### src/rtl/csr_row_streamer.sv
// Captures one CSR frame (packed nonzeros plus per-row lengths) and streams it
// out as dense rows, one row per handshake, each lane taken from the running nonzero pointer.
module csr_row_streamer #(
    parameter int DATA_WIDTH  = 8,
    parameter int NUM_OF_COLS = 5,
    parameter int NUM_OF_ROWS = 5,
    parameter int NNZ_SIZE    = 8,
    localparam int CW = $clog2(NUM_OF_COLS),
    localparam int LW = $clog2(NUM_OF_COLS + 1),
    localparam int RW = $clog2(NUM_OF_ROWS + 1),
    localparam int PW = $clog2(NNZ_SIZE + 1)
) (
    input  logic                              clk,
    input  logic                              rst_n,
    input  logic                              in_valid_i,
    output logic                              in_ready_o,
    input  logic [CW*NNZ_SIZE-1:0]            col_idx_i,
    input  logic [DATA_WIDTH*NNZ_SIZE-1:0]    value_i,
    input  logic [LW*NUM_OF_ROWS-1:0]         row_len_i,
    input  logic [NUM_OF_ROWS-1:0]            row_flag_i,
    input  logic [RW-1:0]                     num_rows_i,
    output logic                              out_valid_o,
    input  logic                              out_ready_i,
    output logic [RW-1:0]                     out_row_o,
    output logic [LW-1:0]                     out_len_o,
    output logic                              out_flag_o,
    output logic [CW*NUM_OF_COLS-1:0]         out_col_idx_o,
    output logic [DATA_WIDTH*NUM_OF_COLS-1:0] out_value_o,
    output logic                              out_last_o,
    output logic                              done_o,
    output logic                              err_o
);

    localparam int IW  = (NNZ_SIZE > 1) ? $clog2(NNZ_SIZE) : 1;
    localparam int RIW = (NUM_OF_ROWS > 1) ? $clog2(NUM_OF_ROWS) : 1;
    localparam int SW  = ((PW > LW) ? PW : LW) + 1;

    typedef enum logic {IDLE, STREAM} state_t;
    state_t state_q, state_d;

    // Unpacked views: index k holds entry/row k (entry 0 arrives in the MS slice).
    logic [NNZ_SIZE-1:0][CW-1:0]         in_col, cap_col_q, src_col;
    logic [NNZ_SIZE-1:0][DATA_WIDTH-1:0] in_val, cap_val_q, src_val;
    logic [NUM_OF_ROWS-1:0][LW-1:0]      in_len, cap_len_q, src_len;
    logic [NUM_OF_ROWS-1:0]              in_flag, cap_flag_q, src_flag;

    for (genvar k = 0; k < NNZ_SIZE; k++) begin : g_nnz
        assign in_col[k] = col_idx_i[(NNZ_SIZE-1-k)*CW +: CW];
        assign in_val[k] = value_i[(NNZ_SIZE-1-k)*DATA_WIDTH +: DATA_WIDTH];
    end
    for (genvar r = 0; r < NUM_OF_ROWS; r++) begin : g_row
        assign in_len[r]  = row_len_i[(NUM_OF_ROWS-1-r)*LW +: LW];
        assign in_flag[r] = row_flag_i[NUM_OF_ROWS-1-r];
    end

    logic [PW-1:0] ptr_q, ptr_d, ptr_src, ptr_adv;
    logic [RW-1:0] row_q, row_d, row_src, row_nxt;
    logic [RW-1:0] nrows_q, nrows_d, nrows_src, nrows_in;
    logic          err_q, err_d, done_q, done_d;
    logic          out_valid_q, out_valid_d, out_last_q, out_last_d, out_flag_q, out_flag_d;
    logic [RW-1:0] out_row_q, out_row_d;
    logic [LW-1:0] out_len_q, out_len_d;
    logic [NUM_OF_COLS-1:0][CW-1:0]         out_col_q, out_col_d, lane_col;
    logic [NUM_OF_COLS-1:0][DATA_WIDTH-1:0] out_val_q, out_val_d, lane_val;
    logic          idle, cap_en, load, row_err, cur_flag, cur_last;
    logic [LW-1:0] cur_len;
    logic [SW-1:0] ptr_sum;

    // Row 0 is built straight from the inputs during the accept cycle, which gives latency 1.
    assign idle      = (state_q == IDLE);
    assign src_col   = idle ? in_col  : cap_col_q;
    assign src_val   = idle ? in_val  : cap_val_q;
    assign src_len   = idle ? in_len  : cap_len_q;
    assign src_flag  = idle ? in_flag : cap_flag_q;
    assign ptr_src   = idle ? '0 : ptr_q;
    assign row_src   = idle ? '0 : row_q;
    assign nrows_in  = (num_rows_i > RW'(NUM_OF_ROWS)) ? RW'(NUM_OF_ROWS) : num_rows_i;
    assign nrows_src = idle ? nrows_in : nrows_q;

    assign cur_len  = src_len[row_src[RIW-1:0]];
    assign cur_flag = src_flag[row_src[RIW-1:0]];
    assign row_nxt  = row_src + RW'(1);
    assign cur_last = (row_nxt == nrows_src);
    assign ptr_sum  = SW'(ptr_src) + SW'(cur_len);
    assign row_err  = (ptr_sum > SW'(NNZ_SIZE)) || (cur_len > LW'(NUM_OF_COLS));
    // Saturate so an overrun cannot wrap the pointer back into valid entries.
    assign ptr_adv  = (ptr_sum > SW'(NNZ_SIZE)) ? PW'(NNZ_SIZE) : PW'(ptr_sum);

    for (genvar c = 0; c < NUM_OF_COLS; c++) begin : g_lane
        logic [SW-1:0] idx;
        logic          sel;
        assign idx = SW'(ptr_src) + SW'(c);
        assign sel = (LW'(c) < cur_len) && (idx < SW'(NNZ_SIZE));
        assign lane_col[NUM_OF_COLS-1-c] = sel ? src_col[idx[IW-1:0]] : '0;
        assign lane_val[NUM_OF_COLS-1-c] = sel ? src_val[idx[IW-1:0]] : '0;
    end

    always_comb begin
        state_d     = state_q;
        ptr_d       = ptr_q;
        row_d       = row_q;
        nrows_d     = nrows_q;
        err_d       = err_q;
        done_d      = 1'b0;
        out_valid_d = out_valid_q;
        out_row_d   = out_row_q;
        out_len_d   = out_len_q;
        out_flag_d  = out_flag_q;
        out_col_d   = out_col_q;
        out_val_d   = out_val_q;
        out_last_d  = out_last_q;
        cap_en      = 1'b0;
        load        = 1'b0;
        case (state_q)
            IDLE: begin
                if (in_valid_i) begin
                    cap_en  = 1'b1;
                    nrows_d = nrows_in;
                    err_d   = (num_rows_i > RW'(NUM_OF_ROWS));
                    ptr_d   = '0;
                    row_d   = '0;
                    if (nrows_in == '0) begin
                        done_d = 1'b1;
                    end else begin
                        state_d = STREAM;
                        load    = 1'b1;
                    end
                end
            end
            STREAM: begin
                if (out_valid_q && out_ready_i && out_last_q) begin
                    state_d     = IDLE;
                    out_valid_d = 1'b0;
                    done_d      = 1'b1;
                end else if ((!out_valid_q || out_ready_i) && (row_q < nrows_q)) begin
                    load = 1'b1;
                end
            end
            default: state_d = IDLE;
        endcase
        if (load) begin
            out_valid_d = 1'b1;
            out_row_d   = row_src;
            out_len_d   = cur_len;
            out_flag_d  = cur_flag;
            out_col_d   = lane_col;
            out_val_d   = lane_val;
            out_last_d  = cur_last;
            ptr_d       = ptr_adv;
            row_d       = row_nxt;
            err_d       = err_d | row_err;
        end
    end

    always_ff @(posedge clk or negedge rst_n) begin
        if (!rst_n) begin
            state_q     <= IDLE;
            ptr_q       <= '0;
            row_q       <= '0;
            nrows_q     <= '0;
            err_q       <= 1'b0;
            done_q      <= 1'b0;
            out_valid_q <= 1'b0;
            out_row_q   <= '0;
            out_len_q   <= '0;
            out_flag_q  <= 1'b0;
            out_col_q   <= '0;
            out_val_q   <= '0;
            out_last_q  <= 1'b0;
        end else begin
            state_q     <= state_d;
            ptr_q       <= ptr_d;
            row_q       <= row_d;
            nrows_q     <= nrows_d;
            err_q       <= err_d;
            done_q      <= done_d;
            out_valid_q <= out_valid_d;
            out_row_q   <= out_row_d;
            out_len_q   <= out_len_d;
            out_flag_q  <= out_flag_d;
            out_col_q   <= out_col_d;
            out_val_q   <= out_val_d;
            out_last_q  <= out_last_d;
        end
    end

    always_ff @(posedge clk) begin
        if (cap_en) begin
            cap_col_q  <= in_col;
            cap_val_q  <= in_val;
            cap_len_q  <= in_len;
            cap_flag_q <= in_flag;
        end
    end

    assign in_ready_o    = idle;
    assign out_valid_o   = out_valid_q;
    assign out_row_o     = out_row_q;
    assign out_len_o     = out_len_q;
    assign out_flag_o    = out_flag_q;
    assign out_col_idx_o = out_col_q;
    assign out_value_o   = out_val_q;
    assign out_last_o    = out_last_q;
    assign done_o        = done_q;
    assign err_o         = err_q;

endmodule

### config.mk
export PLATFORM = sky130hd
export DESIGN_NAME = csr_row_streamer
export DESIGN_NICKNAME = d
export VERILOG_FILES = /design/src/rtl/csr_row_streamer.sv
export SDC_FILE = /design/constraint.sdc
export NUM_CORES = 1
export LEC_CHECK = 0
export CORE_MARGIN = 1
export CORE_UTILIZATION = 58
export CTS_CLUSTER_DIAMETER = 40
export DETAILED_ROUTE_END_ITERATION = 10
export PLACE_DENSITY = 0.94
export SKIP_CTS_REPAIR_TIMING = 1
export SYNTH_ARGS = -nofsm -noshare
export SYNTH_HDL_FRONTEND = slang
export SYNTH_SLANG_ARGS = --single-unit
### constraint.sdc
create_clock -name clk -period 4.8 [get_ports clk]
set_input_delay 0.96 -clock clk [delete_from_list [all_inputs] [get_ports clk]]
set_output_delay 0.96 -clock clk [all_outputs]
set_load 0.01 [all_outputs]
# After elaboration in Yosys (flattened, before gate mapping)
# Index checks and enable logic that the tools add are counted.
[totals] regBits=185 in_bits=115
[op_classes] add_sub_neg=6 order_cmp=20 n_eq_ne=2 n_mux=68 bitwise_logic=2 n_reduce_logical=18
[op_table] operator="binary-select mux 8 bit (select 3 bit)" n=5
[op_table] operator="2-to-1 mux 8 bit" n=10
[op_table] operator="2-to-1 mux 64 bit" n=1
[op_table] operator="binary-select mux 3 bit (select 3 bit)" n=6
[op_table] operator="2-to-1 mux 3 bit" n=17
[op_table] operator="less-than comparator 3 x 4 -> 1 bit (second input constant)" n=6
[op_table] operator="2-to-1 mux 24 bit" n=1
[op_table] operator="less-than comparator 5 x 4 -> 1 bit (second input constant)" n=4
[op_table] operator="2-to-1 mux 4 bit" n=5
[op_table] operator="2-to-1 mux 1 bit" n=17
[op_table] operator="2-to-1 mux 15 bit" n=1
[op_table] operator="adder 4 x 2 -> 5 bit (second input constant)" n=2
[op_table] operator="logical AND 1 bit" n=8
[op_table] operator="greater-than comparator 3 bit (second input constant)" n=2
[op_table] operator="less-than comparator 1 x 3 -> 1 bit (first input constant)" n=2
[op_table] operator="less-than comparator 2 x 3 -> 1 bit (first input constant)" n=2
[op_table] operator="case mux 1 bit (2 select lines)" n=3
[op_table] operator="AND reduction 2 bit" n=3
[op_table] operator="nonzero test 2 bit" n=3
[op_table] operator="adder 4 x 1 -> 5 bit (second input constant)" n=1
[op_table] operator="adder 4 x 3 -> 5 bit" n=1
[op_table] operator="adder 4 x 3 -> 5 bit (second input constant)" n=1
[op_table] operator="greater-than comparator 5 x 4 -> 1 bit (second input constant)" n=1
[op_table] operator="2-to-1 mux 5 bit" n=1
[op_table] operator="other kinds (12)" n=13

# Depth between registers and ports, before layout
[logic_depth] depth_word=8 mapped_depth=12

# Worst setup path after synthesis
# OpenSTA, ideal clock, no wires.
[synth_path] path_type="input -> register" startpoint="input port row_len_i[12]" endpoint="register ptr_q[2]" setup_ns=0.083 arrival_time_ns=3.373 required_time_ns=4.717 slack_ns=1.344 cell_stages=9 path_buffers=0 path_cell_list="a22o_1 -> or2_2 -> ha_1 -> fa_1 -> or3_1 -> maj3_1 -> o32a_1 -> a21o_1 -> o21ai_0"
[synth_via] elab_chain_cells=7
[synth_rtl] element="start, declared" line="19" rtl="input logic [LW*NUM_OF_ROWS-1:0] row_len_i,"
[synth_rtl] element="2-to-1 mux 15 bit *" line="73" rtl="assign src_len = idle ? in_len : cap_len_q;"
[synth_rtl] element="binary-select mux 3 bit (select 3 bit) *" line="80" rtl="assign cur_len = src_len[row_src[RIW-1:0]];"
[synth_rtl] element="2-to-1 mux 3 bit (not written as such) *" line="80"
[synth_rtl] element="named net cur_len[0]" line="66" rtl="logic [LW-1:0] cur_len;"
[synth_rtl] element="adder 4 x 3 -> 5 bit *" line="84" rtl="assign ptr_sum = SW'(ptr_src) + SW'(cur_len);"
[synth_rtl] element="greater-than comparator 5 x 4 -> 1 bit" line="87" rtl="assign ptr_adv = (ptr_sum > SW'(NNZ_SIZE)) ? PW'(NNZ_SIZE) : PW'(ptr_sum);"
[synth_rtl] element="2-to-1 mux 4 bit *" line="87"
[synth_rtl] element="2-to-1 mux 4 bit *" line="141" rtl="if (load) begin"
[synth_rtl] element="end signal, assigned" line="172" rtl="ptr_q <= ptr_d;"
[synth_rtl] element="end, declared" line="56" rtl="logic [PW-1:0] ptr_q, ptr_d, ptr_src, ptr_adv;"
# The timed path passes the listed nets; every way through them passes the cells marked *. The select of a mux whose other input is x is not followed.
# A chain may end at the register's enable or synchronous reset.

# Worst setup path after layout
[layout_path] startpoint="register state_q" endpoint="register ptr_q[1]"
[layout_via] elab_chain_cells=7
[layout_rtl] element="start, declared" line="39" rtl="state_t state_q, state_d;"
[layout_rtl] element="start signal, assigned" line="171" rtl="state_q <= state_d;"
[layout_rtl] element="2-to-1 mux 15 bit or 2-to-1 mux 3 bit (tied branches)" line="73, 76"
[layout_rtl] element="binary-select mux 3 bit (select 3 bit) *" line="80"
[layout_rtl] element="2-to-1 mux 3 bit (not written as such) *" line="80"
[layout_rtl] element="named net cur_len[0]" line="66"
[layout_rtl] element="adder 4 x 3 -> 5 bit *" line="84"
[layout_rtl] element="greater-than comparator 5 x 4 -> 1 bit" line="87"
[layout_rtl] element="2-to-1 mux 4 bit *" line="87"
[layout_rtl] element="2-to-1 mux 4 bit *" line="141"
# Marked as above.

==> impl_summary.log <==
INFO  metric status = finished, final reports clean
INFO  metric fillCellCount = 1040
INFO  metric number_of_i_o_port_buffers = 181
INFO  metric clock_latency = 440 ps
INFO  metric power-per-cell-area = 698 nW/um^2
INFO  metric clkTransAtPathRegs = 70 ps
INFO  metric postSynthRegisterBits = 185
INFO  metric final_hold_viol_count = 0
INFO  metric worst-setup-path-type = register to register
INFO  metric cts-htree-levels = 4
INFO  metric grt-busiest-layer = met2
INFO  metric maxCapViolations = 0
INFO  metric tritoncts_clock_tree = done
INFO  metric gr-usage-met3 = 0.0915
INFO  metric post-route-period-util = 0.789
INFO  metric synth_top_cell_by_area = sky130_fd_sc_hd__edfxtp_1
INFO  metric grt_use_met1 = 0.436
INFO  metric groute.usage.overall = 0.331
INFO  metric grt_setup_unrepaired = no
INFO  metric power.leakage = 4.77 nW
INFO  metric placed_cell_area = 12000 um^2
INFO  metric grt_max_degree = 107
INFO  metric syn-mean-instance-area = 12.9 um^2
INFO  metric yosys_warnings = 0
INFO  metric post_synthesis_async_set_or_reset_flop_share = 0.416
INFO  metric slew_headroom = 0.170
INFO  metric layout-drive-gt1-share = 0.174
INFO  metric maxClockFrequency = 0.264 GHz
INFO  metric pin_count = 182
INFO  metric synth.net_count = 912
INFO  metric grt_antenna_before_repair = 1
INFO  metric cp.required = 5150 ps
INFO  metric first_pass_grt_wire_length = 44200 um
INFO  metric vias_per_cell = 6.55
INFO  metric post-route-drc-count = 0
INFO  metric hold_path.class = register to register
INFO  metric gr-total-overflow = 0
INFO  metric irDropWorstVdd = 0.561 mV
INFO  metric cp_max_fo = 26
INFO  metric report.final.setup_viol = 0
INFO  metric finalInstanceArea = 12600 um^2
INFO  metric clockRootBuffer = sky130_fd_sc_hd__clkbuf_16
INFO  metric cts_inserted_buffers = 17
INFO  metric violation_count_after_the_first_detailed_routing_iteration = 928
INFO  metric routed_wire_length_per_instance = 24.0 um
INFO  metric floorplan.core_area = 16800 um^2
INFO  metric finalWeightedCongestion = 0.925
INFO  metric timing.critical_path.to_type = register
INFO  metric most-common-layout-cells = sky130_fd_sc_hd__clkdlybuf4s50_1 (180), sky130_fd_sc_hd__edfxtp_1 (108), sky130_fd_sc_hd__nand2_1 (82), sky130_fd_sc_hd__dfrtp_1 (74), sky130_fd_sc_hd__mux2i_1 (72)
INFO  metric synth_top_flop_cell = sky130_fd_sc_hd__edfxtp_1
INFO  metric crit_path_start_kind = register
INFO  metric dp_hpwl = 18700 um
INFO  metric post-synth-top-area-fraction = 0.320
INFO  metric clock-sinks = 185
INFO  metric cts.path.max_buffers = 2
INFO  metric worst_slew_pin_slew = 1240 ps
INFO  metric synthToLayoutAreaGrowth = 24.2%
INFO  metric drtAntennaViolNets = 0
INFO  metric netlist-cell-type-count = 56
INFO  metric floorplan.die.width = 134 um
INFO  metric initial_utilization = 0.602
INFO  metric die_y = 134 um
INFO  metric critPathArrivalTime = 4130 ps
INFO  metric syn-instance-count = 786
INFO  metric drt_pre_antenna_iters = 7
INFO  metric synth-edff-count = 108
INFO  metric worst_clk_skew = 9.81 ps
INFO  metric reg2reg_setup_slack = 1010 ps
INFO  metric ys_top_cells_by_area = sky130_fd_sc_hd__edfxtp_1 (32%), sky130_fd_sc_hd__dfrtp_1 (19%), sky130_fd_sc_hd__mux4_2 (16%)
INFO  metric total_die_area = 18000 um^2
INFO  metric syn-cell-area = 10100 um^2
INFO  metric fin_tns_setup = 0 ps
INFO  metric final_period_minus_worst_setup_slack = 3790 ps
INFO  metric grt.met2_usage = 0.516
INFO  metric num_vias = 7699
INFO  metric drv_slew = 0
INFO  metric finalWirelength = 28200 um
INFO  metric final_net_count = 1067
INFO  metric floorplan.rows = 47
INFO  metric grt_pass1_vias = 7871
INFO  metric yosysSeqAreaShare = 0.511
INFO  metric layout_commonest_cell = sky130_fd_sc_hd__clkdlybuf4s50_1
==> layer usage <==
| metal | vias to the layer above | share of wire |
|---|---|---|
| met3 | 109 | 0.12 |
| li1 | 3289 | - |
| met2 | 530 | 0.47 |
| met4 | 2 | 0.045 |
| met5 | - | 0.00039 |
| met1 | 3769 | 0.36 |
==> final timing paths <==
| check | start | end | cells after the start |
|---|---|---|---|
| max in group asynchronous | rst_n | out_col_idx_o[14] | 2 |
| min in group asynchronous | rst_n | out_value_o[2] | 1 |
| setup reg to reg | state_q | ptr_q[1] | 10 |
| setup / recovery | state_q | ptr_q[1] | 10 |
| hold reg to reg | out_value_o[13] | out_value_o[13] | 2 |
| hold / removal | out_value_o[13] | out_value_o[13] | 2 |
==> flip-flops by register name, indices dropped and copies added (netlist names) <==
| register | cells |
|---|---|
| done_o | 1 |
| row_q | 3 |
| cap_val_q | 64 |
| ptr_q | 4 |
| out_value_o | 40 |
| cap_len_q | 15 |
| cap_flag_q | 5 |
| out_flag_o | 1 |
| state_q | 1 |
| out_len_o | 3 |
| out_valid_o | 1 |
| out_row_o | 3 |
| nrows_q | 3 |
| err_o | 1 |
| out_col_idx_o | 15 |
| out_last_o | 1 |
| cap_col_q | 24 |
==> stage by stage <==
stage           util  setup WS (ps)  power, mW  instances  hold WS, ps
5_1_grt        0.747            839       9.21       1174          508
3_5_place_dp   0.713            723       7.25       1142          469
2_1_floorplan      -           1340       5.90        786          470
6_report       0.748           1010       8.77       1175          484
4_1_cts        0.747           1090       8.71       1174          486
3_3_place_gp   0.713            829       7.07       1142          460
==> report_power, final <==
group	internal, mW	total (mW)	switching, mW
Clock	0.792	1.41	0.615
Combinational	2.20	4.90	2.70
Sequential	2.12	2.47	0.346
Total	5.11	8.77	3.66
==> cells in the mapped netlist (3+ instances only) <==
library cell               count
sky130_fd_sc_hd__edfxtp_1    108
sky130_fd_sc_hd__nand2_1      82
sky130_fd_sc_hd__dfrtp_1      77
sky130_fd_sc_hd__mux2i_1      72
sky130_fd_sc_hd__mux4_2       71
sky130_fd_sc_hd__nor2_1       69
sky130_fd_sc_hd__a21oi_1      63
sky130_fd_sc_hd__o21ai_0      41
sky130_fd_sc_hd__buf_2        23
sky130_fd_sc_hd__inv_1        21
sky130_fd_sc_hd__mux2_2       14
sky130_fd_sc_hd__clkbuf_1     12
sky130_fd_sc_hd__buf_4        10
sky130_fd_sc_hd__ha_1         10
sky130_fd_sc_hd__o21ai_1      10
sky130_fd_sc_hd__o21ai_2      10
sky130_fd_sc_hd__o31ai_2      10
sky130_fd_sc_hd__buf_6         8
sky130_fd_sc_hd__nand3_1       6
sky130_fd_sc_hd__o22ai_1       6
sky130_fd_sc_hd__a22o_1        5
sky130_fd_sc_hd__a21o_1        4
sky130_fd_sc_hd__a31oi_1       4
sky130_fd_sc_hd__xnor2_1       4
sky130_fd_sc_hd__a22oi_1       3
sky130_fd_sc_hd__and2_1        3
sky130_fd_sc_hd__buf_1         3
sky130_fd_sc_hd__xor2_1        3
==> area by class of cell <==
cell class | count | area, um^2 | share of cell area
antenna | 1 | 2.50 | 0.000199
clock buffer | 20 | 457 | 0.0363
clock inverter | 12 | 125 | 0.00995
inverter | 24 | 95.1 | 0.00756
multi-input combinational | 520 | 4540 | 0.361
sequential | 185 | 5180 | 0.412
tap | 220 | 275 | 0.0219
timing repair buffer | 193 | 1900 | 0.151
==> kinds of logic after synthesis <==
family / synth area share
flip-flops: 0.511
AND/OR/NAND/NOR: 0.0719
AO/OA/AOI/OAI: 0.108
multiplexers: 0.245
buffers and inverters: 0.0429
adder cells (fa/ha/maj): 0.0153
XOR/XNOR: 0.00606
==> worst max-delay path: stages (launching register included) <==
cell                      delay (ps)
sky130_fd_sc_hd__dfrtp_2         770
sky130_fd_sc_hd__or3b_1          470
sky130_fd_sc_hd__o22ai_1         270
sky130_fd_sc_hd__or2_2           230
sky130_fd_sc_hd__ha_1            200
sky130_fd_sc_hd__fa_1            460
sky130_fd_sc_hd__or3_1           350
sky130_fd_sc_hd__maj3_1          380
sky130_fd_sc_hd__o32a_1          210
sky130_fd_sc_hd__a21o_1          190
sky130_fd_sc_hd__o21ai_0         160
Power figures use the tool's default switching activity.
